===== src/rtl/fetch_mt_pkg.sv =====
// Shared fetch types and the round-robin picker used by issue and output selection.
// Pure types/functions; no state, no latency.
// No flow control of its own.
package fetch_mt_pkg;

  localparam int MAX_THREADS = 32;

  typedef struct packed {
    logic [31:0] pc;
    logic [31:0] instr;
  } fetch_entry_t;

  typedef enum logic [1:0] {
    IDLE = 2'd0,
    REQ  = 2'd1,
    WAIT = 2'd2
  } fetch_state_t;

  // First requester at or after 'start', wrapping over n threads.
  // Returns 'start' when nothing requests; callers qualify with |req.
  function automatic int rr_pick(input logic [MAX_THREADS-1:0] req,
                                 input int start, input int n);
    int sel;
    int idx;
    logic [MAX_THREADS-1:0] sh;
    sel = start;
    for (int i = n - 1; i >= 0; i--) begin
      idx = (start + i) % n;
      sh  = req >> idx;
      if (sh[0]) sel = idx;
    end
    return sel;
  endfunction

endpackage


===== src/rtl/fetch_mt_fifo.sv =====
// Per-thread instruction queue: circular buffer with synchronous clear and occupancy count.
// Push visible at head the cycle after the write edge; head is read combinationally.
// No internal backpressure: the parent guarantees no push when full and no pop when empty.
module fetch_fifo
  import fetch_mt_pkg::*;
#(
  parameter int DEPTH = 8
) (
  input  logic                   clk,
  input  logic                   rst_n,
  input  logic                   clr,
  input  logic                   push,
  input  fetch_entry_t           push_data,
  input  logic                   pop,
  output fetch_entry_t           head,
  output logic [$clog2(DEPTH):0] count
);

  localparam int AW = $clog2(DEPTH);
  localparam int CW = AW + 1;

  fetch_entry_t    mem [DEPTH];
  logic [AW-1:0]   wr_ptr;
  logic [AW-1:0]   rd_ptr;

  // Pointer and occupancy tracking; clear wins over a same-cycle push.
  always_ff @(posedge clk or negedge rst_n) begin
    if (!rst_n) begin
      wr_ptr <= '0;
      rd_ptr <= '0;
      count  <= '0;
    end else if (clr) begin
      wr_ptr <= '0;
      rd_ptr <= '0;
      count  <= '0;
    end else begin
      if (push) wr_ptr <= wr_ptr + AW'(1);
      if (pop)  rd_ptr <= rd_ptr + AW'(1);
      count <= count + CW'(push) - CW'(pop);
    end
  end

  // Storage needs no reset; only occupied slots are ever observed.
  always_ff @(posedge clk) begin
    if (push && !clr) mem[wr_ptr] <= push_data;
  end

  assign head = mem[rd_ptr];

endmodule


===== src/rtl/fetch_mt.sv =====
// Multi-thread fetch: per-thread PC/epoch/queue, one outstanding imem request, round-robin issue and output.
// Request registered 1 cycle after issue; enqueued entry visible on out_* 1 cycle after the response.
// Issue stalls when a thread's queue plus in-flight slot is full; out_ready low simply holds the queues.
module fetch_mt
  import fetch_mt_pkg::*;
#(
  parameter int          NUM_THREADS = 2,
  parameter int          IQ_DEPTH    = 8,
  parameter logic [31:0] RESET_PC    = 32'h1eceb000,
  parameter int          TID_W       = (NUM_THREADS > 1) ? $clog2(NUM_THREADS) : 1
) (
  input  logic                   clk,
  input  logic                   rst_n,
  input  logic [NUM_THREADS-1:0] thread_en,
  input  logic                   redirect_valid,
  input  logic [TID_W-1:0]       redirect_tid,
  input  logic [31:0]            redirect_pc,
  output logic                   imem_req_valid,
  input  logic                   imem_req_ready,
  output logic [31:0]            imem_addr,
  input  logic                   imem_resp_valid,
  input  logic [31:0]            imem_rdata,
  output logic                   out_valid,
  input  logic                   out_ready,
  output logic [TID_W-1:0]       out_tid,
  output logic [31:0]            out_pc,
  output logic [31:0]            out_instr,
  output logic [NUM_THREADS-1:0] iq_empty
);

  localparam int CNT_W = $clog2(IQ_DEPTH) + 1;

  fetch_state_t                        state;
  logic [TID_W-1:0]                    req_tid;
  logic [31:0]                         req_addr;
  logic                                req_epoch;
  logic [TID_W-1:0]                    issue_ptr;
  logic [TID_W-1:0]                    out_ptr;

  logic [NUM_THREADS-1:0][31:0]        pc;
  logic [NUM_THREADS-1:0]              epoch;
  logic [NUM_THREADS-1:0]              reserved;
  logic [NUM_THREADS-1:0][CNT_W-1:0]   count;
  fetch_entry_t                        head [NUM_THREADS];

  logic [NUM_THREADS-1:0]              redir_hit;
  logic [NUM_THREADS-1:0]              elig;
  logic [NUM_THREADS-1:0]              nonempty;
  logic [NUM_THREADS-1:0]              push;
  logic [NUM_THREADS-1:0]              pop;
  logic                                issue_slot;
  logic                                do_issue;
  logic                                resp_fire;
  logic                                resp_fresh;
  logic                                pop_fire;
  logic [TID_W-1:0]                    issue_sel;
  logic [TID_W-1:0]                    out_sel;
  fetch_entry_t                        resp_entry;

  function automatic logic [TID_W-1:0] next_tid(input logic [TID_W-1:0] t);
    return TID_W'((int'(t) + 1) % NUM_THREADS);
  endfunction

  // Eligibility, response routing and output arbitration for this cycle.
  always_comb begin
    redir_hit = '0;
    elig      = '0;
    nonempty  = '0;
    push      = '0;
    pop       = '0;
    for (int t = 0; t < NUM_THREADS; t++) begin
      redir_hit[t] = redirect_valid && (int'(redirect_tid) == t);
      elig[t]      = thread_en[t] && !redir_hit[t] &&
                     ((int'(count[t]) + int'(reserved[t])) < IQ_DEPTH);
      nonempty[t]  = (count[t] != '0) && !redir_hit[t];
    end
    issue_slot = (state == IDLE) || ((state == WAIT) && imem_resp_valid);
    do_issue   = issue_slot && (|elig);
    issue_sel  = TID_W'(rr_pick(MAX_THREADS'(elig), int'(issue_ptr), NUM_THREADS));
    resp_fire  = (state == WAIT) && imem_resp_valid;
    // A redirect landing with the response kills it even though the epoch flips only at the edge.
    resp_fresh = resp_fire && (req_epoch == epoch[req_tid]) && !redir_hit[req_tid];
    resp_entry.pc    = req_addr;
    resp_entry.instr = imem_rdata;
    out_valid  = |nonempty;
    out_sel    = TID_W'(rr_pick(MAX_THREADS'(nonempty), int'(out_ptr), NUM_THREADS));
    pop_fire   = out_valid && out_ready;
    for (int t = 0; t < NUM_THREADS; t++) begin
      push[t] = resp_fresh && (req_tid == TID_W'(t));
      pop[t]  = pop_fire && (out_sel == TID_W'(t));
    end
  end

  // Per-thread PC, epoch and in-flight reservation.
  always_ff @(posedge clk or negedge rst_n) begin
    if (!rst_n) begin
      for (int t = 0; t < NUM_THREADS; t++) pc[t] <= RESET_PC;
      epoch    <= '0;
      reserved <= '0;
    end else begin
      for (int t = 0; t < NUM_THREADS; t++) begin
        if (redir_hit[t]) begin
          pc[t]    <= redirect_pc;
          epoch[t] <= ~epoch[t];
        end else if (do_issue && (issue_sel == TID_W'(t))) begin
          pc[t] <= pc[t] + 32'd4;
        end
        // Set after clear so a thread re-issuing on its own response cycle stays reserved.
        if (do_issue && (issue_sel == TID_W'(t))) reserved[t] <= 1'b1;
        else if (resp_fire && (req_tid == TID_W'(t))) reserved[t] <= 1'b0;
      end
    end
  end

  // Request FSM with latched request fields, plus both round-robin pointers.
  always_ff @(posedge clk or negedge rst_n) begin
    if (!rst_n) begin
      state     <= IDLE;
      req_tid   <= '0;
      req_addr  <= '0;
      req_epoch <= 1'b0;
      issue_ptr <= '0;
      out_ptr   <= '0;
    end else begin
      if (pop_fire) out_ptr <= next_tid(out_sel);
      case (state)
        IDLE, WAIT: begin
          if (issue_slot) begin
            if (do_issue) begin
              state     <= REQ;
              req_tid   <= issue_sel;
              req_addr  <= pc[issue_sel];
              req_epoch <= epoch[issue_sel];
              issue_ptr <= next_tid(issue_sel);
            end else begin
              state <= IDLE;
            end
          end
        end
        REQ:     if (imem_req_ready) state <= WAIT;
        default: state <= IDLE;
      endcase
    end
  end

  for (genvar g = 0; g < NUM_THREADS; g++) begin : g_iq
    fetch_fifo #(.DEPTH(IQ_DEPTH)) u_iq (
      .clk       (clk),
      .rst_n     (rst_n),
      .clr       (redir_hit[g]),
      .push      (push[g]),
      .push_data (resp_entry),
      .pop       (pop[g]),
      .head      (head[g]),
      .count     (count[g])
    );
    assign iq_empty[g] = (count[g] == '0);
  end

  assign imem_req_valid = (state == REQ);
  assign imem_addr      = req_addr;
  assign out_tid        = out_valid ? out_sel : '0;
  assign out_pc         = out_valid ? head[out_sel].pc : 32'd0;
  assign out_instr      = out_valid ? head[out_sel].instr : 32'd0;

endmodule


===== config.mk =====
export PLATFORM = sky130hd
export DESIGN_NAME = fetch_mt
export DESIGN_NICKNAME = d
export VERILOG_FILES = /design/src/rtl/fetch_mt_pkg.sv /design/src/rtl/fetch_mt_fifo.sv /design/src/rtl/fetch_mt.sv
export SDC_FILE = /design/constraint.sdc
export NUM_CORES = 1
export LEC_CHECK = 0
export BUFFER_PORTS_ARGS = -buffer_cell sky130_fd_sc_hd__buf_2
export CAP_MARGIN = 15
export CORE_AREA = 2 2 313 377
export DETAILED_ROUTE_END_ITERATION = 7
export DIE_AREA = 0 0 315 379
export GPL_ROUTABILITY_DRIVEN = 0
export PLACE_DENSITY_LB_ADDON = 0.1
export SYNTH_ARGS = -nofsm -noshare
export SYNTH_HDL_FRONTEND = slang
export SYNTH_SLANG_ARGS = --single-unit

===== constraint.sdc =====
create_clock -name clk -period 7.49 [get_ports clk]
set_clock_uncertainty 0.05 [all_clocks]
set_input_delay 1.8725 -clock clk [delete_from_list [all_inputs] [get_ports clk]]
set_output_delay 1.8725 -clock clk [all_outputs]
set_load 0.005 [all_outputs]

==> results of run 1 <==
-- sequential cells by signal (all words and copies together) (netlist names) --
| name | cells |
|---|---|
| g_iq.u_iq.wr_ptr | 6 |
| req_epoch | 1 |
| g_iq.u_iq.count | 8 |
| reserved | 2 |
| imem_addr | 32 |
| req_tid | 1 |
| pc | 64 |
| out_ptr | 1 |
| g_iq.u_iq.rd_ptr | 6 |
| epoch | 2 |
| issue_ptr | 1 |
| g_iq.u_iq.mem | 1024 |
| state | 2 |
-- per-layer routing --
metal  up-vias  share of wire  GRT usage
li1      10360              -          -
met4         0          0.022    0.05633
met1     12840           0.43     0.2644
met2       617           0.50     0.3345
met5         -              0          0
met3       154          0.045    0.02912
-- final timing paths --
path                       slack [ns]  cells after the start                     end             startpoint
max                              1.33                      8               out_pc[2]         redirect_valid
min                              0.43                      2                  pc[33]                 pc[33]
max reg2reg                      3.16                     14   g_iq[0].u_iq.count[3]  g_iq[1].u_iq.count[2]
min reg2reg                      0.43                      2                  pc[33]                 pc[33]
max in group asynchronous        4.90                      2  g_iq[1].u_iq.rd_ptr[2]                  rst_n
min in group asynchronous        1.13                      1                  pc[30]                  rst_n
-- through the flow --
| step | instances | hold slack, ns | setup slack [ns] | util | power, uW |
|---|---|---|---|---|---|
| 2_1_floorplan | 2423 | 0.3961 | 1.354 | - | 11050 |
| 3_3_place_gp | 4050 | 0.4116 | 1.493 | 0.4243 | 12910 |
| 3_5_place_dp | 4051 | 0.4142 | 1.334 | 0.4245 | 13020 |
| 4_1_cts | 4265 | 0.4293 | 1.325 | 0.4559 | 18640 |
| 5_1_grt | 4268 | 0.4432 | 1.168 | 0.4564 | 19250 |
| 6_report | 4268 | 0.4321 | 1.332 | 0.4564 | 18380 |
-- kinds of logic (layout without fill, tap and decap cells) --
group                    count (synthesis)  count (layout)  synth area share
multiplexers                           323             323            0.1398
AO/OA/AOI/OAI                          350             350           0.05479
AND/OR/NAND/NOR                        358             358           0.04107
adder cells (fa/ha/maj)                 23              23          0.006523
XOR/XNOR                                13              13          0.002473
flip-flops                            1150            1150            0.7371
buffers and inverters                  206             522           0.01821
-- cells in the final DEF, fill, tap and decap left out, drive strengths merged, types with 9 or more instances in the layout --
| cell | Yosys | routed |
|---|---|---|
| nor3 | 25 | 25 |
| a21oi | 22 | 22 |
| clkinv | 0 | 58 |
| bufinv | 0 | 10 |
| nand2b | 16 | 16 |
| a221o | 20 | 20 |
| o21ai | 73 | 73 |
| nand4 | 17 | 17 |
| buf | 52 | 240 |
| nor2 | 54 | 54 |
| a211oi | 129 | 129 |
| and3 | 13 | 13 |
| a21o | 13 | 13 |
| nand2 | 91 | 91 |
| mux4 | 256 | 256 |
| o31a | 10 | 10 |
| nor4 | 14 | 14 |
| nor3b | 9 | 9 |
| and2 | 10 | 10 |
| nor2b | 66 | 66 |
| inv | 68 | 71 |
| a22oi | 30 | 30 |
| nand3 | 29 | 29 |
| edfxtp | 1024 | 1024 |
| dfstp | 24 | 24 |
| ha | 20 | 20 |
| clkbuf | 86 | 138 |
| mux2i | 67 | 67 |
| dfrtp | 102 | 102 |
-- worst max-delay path: cells and delay by family --
kind / cells / cell delay (ns)
buffers and inverters: 3 / 0.65
AOI/OAI and AO/OA: 2 / 0.37
adders and majority gates: 1 / 0.83
and+or+nand+nor: 2 / 0.45
-- cell type report --
cell class,count,area share
clock buffers,138,0.05693
clock inverters,76,0.01182
inverters,68,0.004833
multi-input cells,1067,0.2165
flip-flops and latches,1150,0.6430
well taps,1529,0.03623
repair buffers,240,0.03068
-- power groups by stage --
stage / clock, uW / sequential, uW / combinational [uW]
finish: 5590 / 8460 / 4330
global route: 5970 / 8550 / 4720
CTS: 5740 / 8470 / 4430
detailed placement: 0 / 8610 / 4410
global placement: 0 / 8560 / 4350
floorplan: 0 / 8130 / 2920
==> impl_results.md, run 1 <==
- Result of the run: completed
- Synth cell types: 68
- DR pass1 iterations: 6
- Worst path cell trace: buf_2 -> nor2b_2 -> nor2_1 -> maj3_4 -> buf_4 -> a211oi_1 -> a211oi_1 -> buf_2
- CTS Root Cell: clkbuf_16
- Number of buffers added for setup after CTS: 0
- Drt initial violations: ~1,900
- Sw power: 5541 uW
- Floorplan core area: approximately 120,000 sq um
- Die Y: between 300 and 400 um
- Fillers: 9,967
- CP required: 5.57 ns
- Number of port buffers: 173
- Final ANT Viol Nets: 0
- Final Hold Fails: 0
- Critical-path top delay cell: maj3_4
- Final Setup Violations: 0
- Tmin final: 6.158 ns
- CP max stage delay: 0.83 ns
- Setup TNS: 0 ns
- Design area: 52,810 sq um
- Yosys top cell area share: 0.6680
- Register area: 33,960 sq um
- DR WL/cell: 27.52 um
- Die W: 315 um
- FP Rows: 137
- Vias in the first global route: ~25,000
- Mapped Cells: 2,423
- Top FF cell, synth: edfxtp_1
- Placed Area: 49,120 sq um
- EDFF count, synth: 1,024
- MaxCap Viol Count: 0
- CTS Buf Count: 115
- Syn Nets: ~2,500
- Largest net degree at the start of global routing: 77
- Initial Util: 0.3979
- # hold bufs at CTS: 0
- Combinational power share: 0.236
- Max Slew Vio Count: 0
- Synth top area cells: edfxtp_1 67%, mux4_2 13%, dfrtp_1 5.5%, a211oi_1 2.1%, mux2i_1 1.5%
- CTS tree: done
- Multi-input logic area: 11,440 sq um
- GRT Total Usage: 0.1972
- Mean number of vias per cell: 5.617
- Max Clk Rate: about 0.16 GHz
- DR vias: around 24,000
- P&R area growth vs syn: 14.72%
- DRT Wirelength: roughly 120,000 um
- WS Path Type: input port to primary output
- CP Launch Type: input port
- Worst Max-Slew Pin Slew: about 1.2 ns
- Hold/Removal Path Class: flop to flop
- Power share of the clock group: 0.304
- DIE AREA: about 120,000 sq um
- Gr ovfl total: 0
- Synthesis warning total: 0
- ANT cells: 0
- Clock slew at reported path FFs: ~0.06 ns
- Mapped Area: about 46,000 sq um
- Share of cells above drive strength 1: 0.2676
- Post-synth ARST share: 0.1096
- # clock sinks: 1,150
- Worst rel slew slack: 0.2039
- Critical Path Sink Type: primary output
- Initial antenna violation count: 2
- Maximum VDD drop: 0.2788 mV
- Power Density: 348.1 nW/um^2
- CTS H-tree depth: 3
- Worst-Skew Late Latency: ~0.70 ns
- Top post-synthesis cells by count: 1,024 x edfxtp_1, 256 x mux4_2, 129 x a211oi_1, 102 x dfrtp_1, 91 x nand2_1
- Share of the yosys chip area belonging to registers: 0.7371
- Seq pwr share: 0.460
- I/O pin count: roughly 170
- Syn avg cell area: around 19 sq um
- CP max FO: 58
- DP HPWL: 69,560 um
- Post-cts repair resize count: 0
- Worst endpoint data arrival time: 4.24 ns
- Drt drc: 0
- RSZ-0062 raised after global routing: false
- Cell taking the most area after synthesis: edfxtp_1
- Yosys reg bits: 1,150
- P_int: 12,840 uW
- Tcrit/Tclk final: 0.8221
- Leak: ~0.017 uW
- NumNets Final: 2,737
- First-pass GRT wire length: 171,400 um
- Sw frac: 0.3014
- Count leader, synth: edfxtp_1
- CTS Buffer Depth: 3
Power figures use the tool's default switching activity.
==> run 2: changes to the inputs <==
--- a/config.mk
+++ b/config.mk
@@ -5,11 +5,12 @@
 export SDC_FILE = /design/constraint.sdc
 export NUM_CORES = 1
 export LEC_CHECK = 0
+export ABC_AREA = 1
 export BUFFER_PORTS_ARGS = -buffer_cell sky130_fd_sc_hd__buf_2
 export CAP_MARGIN = 15
-export CORE_AREA = 2 2 313 377
+export CORE_AREA = 2 2 323 388
 export DETAILED_ROUTE_END_ITERATION = 7
-export DIE_AREA = 0 0 315 379
+export DIE_AREA = 0 0 325 390
 export GPL_ROUTABILITY_DRIVEN = 0
 export PLACE_DENSITY_LB_ADDON = 0.1
 export SYNTH_ARGS = -nofsm -noshare
==> constraint.sdc (replaced) <==
create_clock -name clk -period 5 [get_ports clk]
set_clock_uncertainty 0.05 [all_clocks]
set_input_delay 1.25 -clock clk [delete_from_list [all_inputs] [get_ports clk]]
set_output_delay 1.25 -clock clk [all_outputs]
set_load 0.005 [all_outputs]
==> impl_results.md, run 2 <==
- P&R area growth vs syn: 14.60% (was 14.72%)
- PnR worst setup slack: 0.4041 ns (was 1.332 ns)
- Top FF cell, synth: edfxtp_1 (unchanged)
- Maximum VDD drop: 0.3958 mV (was 0.2788 mV)
- CTS tree: done (unchanged)
- Power Density: 564.6 nW/um^2 (was 348.1 nW/um^2)
- # clock sinks: 1,150 (unchanged)
- GRT Total Usage: 0.2263 (was 0.1972)
- CP Launch Type: flop (was input port)
- Die W: 325 um (was 315 um)
- Reg2reg end: g_iq[0].u_iq.count[2] (was g_iq[0].u_iq.count[3])
- I/O pin count: 174 (unchanged)
- CTS Buffer Depth: 3 (unchanged)
- Hold/Removal Path Class: flop to flop (unchanged)
- DIE AREA: 126,800 sq um (was 119,400 sq um)
- Largest net degree at the start of global routing: 141 (was 77)
- Tmin final: 4.596 ns
- Drt drc: 0 (unchanged)
- Initial Util: 0.3973 (was 0.3979)
- Endpoint of the worst hold path: state[1] (was pc[33])
- Worst endpoint data arrival time: 3.30 ns (was 4.24 ns)
- # hold bufs at CTS: 0 (unchanged)
- Max reg flops: 1,024 (unchanged)
- Number of port buffers: 173 (unchanged)
- DR vias: 33,580 (was 23,970)
- MaxCap Viol Count: 0 (unchanged)
- Final Hold Fails: 0 (unchanged)
- Worst rel slew slack: 0.2623 (was 0.2039)
- Initial antenna violation count: 3 (was 2)
- Final std cells w/o fill: 6,457 (was 4,268)
- Leading cell type in the layout, fill and taps excluded: nand2_1 (was edfxtp_1)
- Top post-synthesis cells by count: 1,724 x nand2_1, 1,024 x edfxtp_1, 917 x nand3_1, 254 x nor2_1, 143 x clkbuf_1 (was 1,024 x edfxtp_1, 256 x mux4_2, 129 x a211oi_1, 102 x dfrtp_1, 91 x nand2_1)
- FP Rows: 141 (was 137)
- Synthesis warning total: 0 (unchanged)
- Worst-Skew Late Latency: 0.72 ns (was 0.70 ns)
- CP max FO: 57 (was 58)
- Final ANT Viol Nets: 0 (unchanged)
- R2r startpoint: g_iq[1].u_iq.count[2] (unchanged)
- Clock slew at reported path FFs: 0.06 ns (about the same)
- Critical Path Sink Type: primary output (unchanged)
- Yosys top cell area share: 0.6295 (was 0.6680)
- DP HPWL: 80,360 um (was 69,560 um)
- Mean number of vias per cell: 5.200 (was 5.617)
- Pre-CTS setup slack: 0.6097 ns (was 1.334 ns)
- DR WL/cell: 22.36 um (was 27.52 um)
- CTS H-tree depth: 3 (unchanged)
- Number of buffers added for setup after CTS: 0 (unchanged)
- Min-delay src: state[0] (was pc[33])
- Vias in the first global route: 32,670 (was 25,200)
- Syn avg cell area: 10.64 sq um (was 19.00 sq um)
- Max Slew Vio Count: 0 (unchanged)
- Max Clk Rate: 0.2176 GHz
- Drt initial violations: 2,587 (was 1,886)
- WS Path Type: flop to primary output (was input port to primary output)
- Hold depth: 1 (was 2)
- CTS Root Cell: clkbuf_16 (unchanged)
- Leak: 0.02130 uW (was 0.01700 uW)
- First-pass GRT wire length: 215,500 um (was 171,400 um)
- Mapped Cells: 4,593 (was 2,423)
- Placed Area: 51,930 sq um (was 49,120 sq um)
- Reg-to-reg setup timing slack: 2.00 ns (was 3.16 ns)
- Share of cells above drive strength 1: 0.1062 (was 0.2676)
- Die Y: 390 um (was 379 um)
- Fillers: 11,480 (was 9,967)
- Synth top area cells: edfxtp_1 63%, nand2_1 13%, nand3_1 9.4%, dfrtp_1 5.2%, nor2_1 2.0% (was edfxtp_1 67%, mux4_2 13%, dfrtp_1 5.5%, a211oi_1 2.1%, mux2i_1 1.5%)
- Tcrit/Tclk final: 0.9192
- RSZ-0062 raised after global routing: false (unchanged)
- Gr ovfl total: 0 (unchanged)
- Floorplan core area: 123,000 sq um (was 115,700 sq um)
- Cell taking the most area after synthesis: edfxtp_1 (unchanged)
- Count leader, synth: nand2_1 (was edfxtp_1)
- Post-cts repair resize count: 0 (unchanged)
- EDFF count, synth: 1,024 (unchanged)
- Mapped Area: 48,850 sq um (was 46,030 sq um)
- Largest reg by FF count: g_iq.u_iq.mem (unchanged)
- Yosys reg bits: 1,150 (unchanged)
- Design area: 55,980 sq um (was 52,810 sq um)
- CP required: 3.70 ns (was 5.57 ns)
- Result of the run: completed (unchanged)
- Most frequent cells in the layout: 1,721 x nand2_1, 1,024 x edfxtp_1, 917 x nand3_1, 238 x nor2_1, 172 x buf_2 (was 1,024 x edfxtp_1, 256 x mux4_2, 172 x buf_2, 129 x a211oi_1, 117 x clkbuf_16)
- Syn Nets: 4,688 (was 2,518)
- Final Setup Violations: 0 (unchanged)
- Worst Reg-to-Reg Cells: 14 (unchanged)
- Placed insts: 6,233 (was 4,051)
- DR pass1 iterations: 7 (was 6)
- Post-synth ARST share: 0.1096 (unchanged)
- NumNets Final: 4,804 (was 2,737)
- Synth cell types: 33 (was 68)
- DRT Wirelength: 144,400 um (was 117,500 um)
- Share of the yosys chip area belonging to registers: 0.6947 (was 0.7371)
- Worst Max-Slew Pin Slew: 1.107 ns (was 1.194 ns)
- CTS Buf Count: 118 (was 115)
- Register area: 33,960 sq um (unchanged)
- Multi-input logic area: 13,670 sq um (was 11,440 sq um)
run 2: cell count changes after synthesis, sizes merged, moves of 24 or more:
cell | before | now
mux4 | 256 | 0
nand2 | 91 | 1727
nor2 | 54 | 261
a211oi | 129 | 0
clkbuf | 86 | 143
nand3 | 29 | 917
nand3b | 0 | 24
o21ai | 73 | 104
buf | 52 | 119
nor2b | 66 | 0
nor3 | 25 | 1
mux2i | 67 | 0
a22oi | 30 | 0
run 2: stage by stage:
stage,power [uW],setup TNS [ns],hold slack (ns),util
2_1_floorplan,18400,-220.96,0.3852,-
3_3_place_gp,22680,0,0.3935,0.4223
3_5_place_dp,22710,0,0.4042,0.4223
4_1_cts,31990,0,0.4127,0.4552
5_1_grt,33430,0,0.4290,0.4553
6_report,31610,0,0.4165,0.4553
run 2: metal layers:
| layer | part of all wire | global-route usage | routed length [um] |
|---|---|---|---|
| met1 | 0.43 | 0.2963 | 62140 |
| met2 | 0.50 | 0.3934 | 72310 |
| met3 | 0.043 | 0.02783 | 6175 |
| met4 | 0.026 | 0.06852 | 3735 |
| met5 | 0 | 0 | 0 |
run 2: report_power, final:
group          switching [uW]  total (uW)  internal (uW)
clock                    3780        9250           5470
combinational            6870        9900           3030
sequential               1020       12500          11400
total                   11700       31600          19900
run 2: worst max-delay path by stage:
stage          slack, ns              startpoint  depth (start not counted)                     end
5_1_grt             0.17  g_iq[0].u_iq.rd_ptr[0]                          9            out_instr[4]
3_3_place_gp        0.67            redirect_tid                         13              out_pc[11]
6_report            0.40  g_iq[0].u_iq.rd_ptr[0]                          9            out_instr[4]
4_1_cts             0.31  g_iq[0].u_iq.rd_ptr[0]                          9            out_instr[4]
3_5_place_dp        0.61            redirect_tid                         13              out_pc[11]
2_1_floorplan      -0.22            redirect_tid                          8  g_iq[0].u_iq.mem[0][0]
run 2: layout make-up:
class                           count  area share
Inverter                           72    0.005409
Clock buffer                      146     0.05668
Multi-Input combinational cell   3109      0.2441
Clock inverter                     77     0.01567
Timing Repair Buffer              258     0.03480
Antenna cell                        1  0.00004470
Sequential cell                  1150      0.6065
Tap cell                         1644     0.03674
run 2: logic make-up after synthesis:
family                     Yosys count  share of synthesized area
DFF                               1150                     0.6947
and+or+nand+nor                   2937                     0.2522
AOI/OAI and AO/OA                  115                    0.01222
buffers and inverters              334                    0.02869
adders and majority gates           22                   0.005943
xor gates and xnor gates            35                   0.006275
run 2: critical path, stage by stage (launching register included):
cell	delay (ns)
dfrtp_4	0.49
buf_4	0.51
buf_4	0.65
nand2_1	0.11
nand3_1	0.11
nand3_1	0.12
nand2_1	0.17
o21ai_1	0.08
nor2_1	0.12
buf_2	0.12
==> run 3: changes to the inputs <==
--- a/config.mk
+++ b/config.mk
@@ -5,12 +5,11 @@
 export SDC_FILE = /design/constraint.sdc
 export NUM_CORES = 1
 export LEC_CHECK = 0
-export ABC_AREA = 1
 export BUFFER_PORTS_ARGS = -buffer_cell sky130_fd_sc_hd__buf_2
 export CAP_MARGIN = 15
-export CORE_AREA = 2 2 323 388
+export CORE_AREA = 2 2 313 377
 export DETAILED_ROUTE_END_ITERATION = 7
-export DIE_AREA = 0 0 325 390
+export DIE_AREA = 0 0 315 379
 export GPL_ROUTABILITY_DRIVEN = 0
 export PLACE_DENSITY_LB_ADDON = 0.1
 export SYNTH_ARGS = -nofsm -noshare
==> impl_results.md, run 3 (synthesized netlist as in run 1, its figures left out) <==
- Result of the run: completed (unchanged)
- Final Setup Violations: 0 (unchanged)
- DRT Wirelength: 118,300 um (was 144,400 um)
- Tcrit/Tclk final: 0.9257 (was 0.9192)
- Worst path cell trace: inv_1 -> ha_1 -> nor3b_1 -> buf_4 -> nor2_1 -> maj3_4 -> buf_12 -> a211oi_1 -> a211oi_1 -> buf_2 (was buf_4 -> buf_4 -> nand2_1 -> nand3_1 -> nand3_1 -> nand2_1 -> o21ai_1 -> nor2_1 -> buf_2)
- Max Slew Vio Count: 0 (unchanged)
- Largest net degree at the start of global routing: 84 (was 141)
- Initial antenna violation count: 2 (was 3)
- CTS Buf Count: 115 (was 118)
- CTS Buffer Depth: 3 (unchanged)
- End of the critical path: out_pc[17] (was out_instr[4])
- # hold bufs at CTS: 0 (unchanged)
- CP Launch Type: flop (unchanged)
- Power Density: 525.2 nW/um^2 (was 564.6 nW/um^2)
- # clock sinks: 1,150 (unchanged)
- Reg-to-reg setup timing slack: 1.34 ns (was 2.00 ns)
- Pre-CTS setup slack: 0.5352 ns (was 0.6097 ns)
- I/O pin count: 174 (unchanged)
- Tmin final: 4.629 ns (was 4.596 ns)
- Most frequent CP cell: a211oi_1
- Drt initial violations: 2,185 (was 2,587)
- NumNets Final: 2,774 (was 4,804)
- Number of buffers added for setup after CTS: 0 (unchanged)
- FP Rows: 137 (was 141)
- DR WL/cell: 27.46 um (was 22.36 um)
- Die W: 315 um (was 325 um)
- Register area: 33,960 sq um (unchanged)
- CP max stage delay: 0.55 ns (was 0.65 ns)
- Max reg flops: 1,024 (unchanged)
- CTS tree: done (unchanged)
- Final Util: 0.4646 (was 0.4553)
- Floorplan core area: 115,700 sq um (was 123,000 sq um)
- CTS H-tree depth: 3 (unchanged)
- Crit path from: g_iq[0].u_iq.count[3] (was g_iq[0].u_iq.rd_ptr[0])
- Worst rel slew slack: 0.2691 (was 0.2623)
- WS Path Type: flop to primary output (unchanged)
- Worst-Skew Late Latency: 0.71 ns (was 0.72 ns)
- Initial Util: 0.3979 (was 0.3973)
- P&R area growth vs syn: 16.78% (was 14.60%)
- DR vias: 24,210 (was 33,580)
- DP HPWL: 69,560 um (was 80,360 um)
- Largest reg by FF count: g_iq.u_iq.mem (unchanged)
- Reg2reg end: g_iq[0].u_iq.count[2] (unchanged)
- Gr ovfl total: 0 (unchanged)
- DR pass1 iterations: 6 (was 7)
- Max Clk Rate: 0.2160 GHz (was 0.2176 GHz)
- Placed Area: 49,860 sq um (was 51,930 sq um)
- Multi-input logic area: 11,430 sq um (was 13,670 sq um)
- Fillers: 9,748 (was 11,480)
- Share of cells above drive strength 1: 0.2761 (was 0.1062)
- Worst endpoint data arrival time: 3.33 ns (was 3.30 ns)
- Number of port buffers: 173 (unchanged)
- Drt drc: 0 (unchanged)
- CP required: 3.70 ns (about the same)
- Clock slew at reported path FFs: 0.06 ns (about the same)
- GRT Total Usage: 0.2000 (was 0.2263)
- CP max FO: 44 (was 57)
- CTS Root Cell: clkbuf_16 (unchanged)
- R2r startpoint: g_iq[0].u_iq.count[3] (was g_iq[1].u_iq.count[2])
- PnR worst setup slack: 0.3714 ns (was 0.4041 ns)
- Post-cts repair resize count: 0 (unchanged)
- Leading cell type in the layout, fill and taps excluded: edfxtp_1 (was nand2_1)
- Vias in the first global route: 25,260 (was 32,670)
- Critical-path top delay cell: maj3_4 (was buf_4)
- Die Y: 379 um (was 390 um)
- Design area: 53,760 sq um (was 55,980 sq um)
- Leak: 0.01740 uW (was 0.02130 uW)
- DIE AREA: 119,400 sq um (was 126,800 sq um)
- Hold/Removal Path Class: flop to flop (unchanged)
- RSZ-0062 raised after global routing: false (unchanged)
- Most frequent cells in the layout: 1,024 x edfxtp_1, 256 x mux4_2, 172 x buf_2, 129 x a211oi_1, 117 x clkbuf_16 (was 1,721 x nand2_1, 1,024 x edfxtp_1, 917 x nand3_1, 238 x nor2_1, 172 x buf_2)
- MaxCap Viol Count: 0 (unchanged)
- Final ANT Viol Nets: 0 (unchanged)
- Worst Max-Slew Pin Slew: 1.096 ns (was 1.107 ns)
- First-pass GRT wire length: 173,800 um (was 215,500 um)
- Worst Reg-to-Reg Cells: 15 (was 14)
- Maximum VDD drop: 0.3338 mV (was 0.3958 mV)
- Critical Path Sink Type: primary output (unchanged)
- Mean number of vias per cell: 5.619 (was 5.200)
- Final Hold Fails: 0 (unchanged)
run 3: cell type report:
type / count / share of cell area
diodes: 1 / 0.00004655
multi-input cells: 1067 / 0.2127
repair buffers: 277 / 0.04285
inverters: 68 / 0.004748
flip-flops and latches: 1150 / 0.6316
well taps: 1529 / 0.03559
clock buffers: 138 / 0.05630
clock inverters: 78 / 0.01620
run 3: how the worst min path moves through the flow:
stage                 from     end  cells past startpoint
global route        pc[32]  pc[32]                      2
floorplan           pc[32]  pc[32]                      2
detailed placement   pc[0]   pc[0]                      2
global placement    pc[32]  pc[32]                      2
finish               pc[0]   pc[0]                      2
CTS                  pc[0]   pc[0]                      2
run 3: layer usage:
layer	wire, um	track usage	share of wire
met1	50840	0.2692	0.43
met2	59790	0.3400	0.51
met3	5339	0.02928	0.045
met4	2324	0.05292	0.020
met5	0	0	0
run 3: power by group:
| part | total [uW] | internal [uW] | leakage [uW] | switching [uW] |
|---|---|---|---|---|
| clock | 8920 | 5280 | 0.00190 | 3640 |
| sequential | 12500 | 11400 | 0.0108 | 1090 |
| combinational | 6780 | 3170 | 0.00471 | 3620 |
run 3: critical path, delay by kind of cell, from the launching register on:
kind / cells / cell delay [ns]
AO/OA/AOI/OAI: 2 / 0.39
buffers and inverters: 4 / 0.71
AND/OR/NAND/NOR: 2 / 0.31
flip-flops: 1 / 0.44
adder cells (fa/ha/maj): 2 / 0.73
run 3: per-stage QoR:
| step | power, uW | hold WS [ns] | std cells | setup TNS, ns |
|---|---|---|---|---|
| after floorplan | 16560 | 0.3961 | 2423 | -343.50 |
| after global placement | 19560 | 0.4092 | 4091 | 0 |
| after detailed placement | 19660 | 0.4135 | 4091 | 0 |
| after CTS | 28610 | 0.4293 | 4307 | 0 |
| after global routing | 29530 | 0.4659 | 4307 | 0 |
| final | 28230 | 0.4270 | 4308 | 0 |
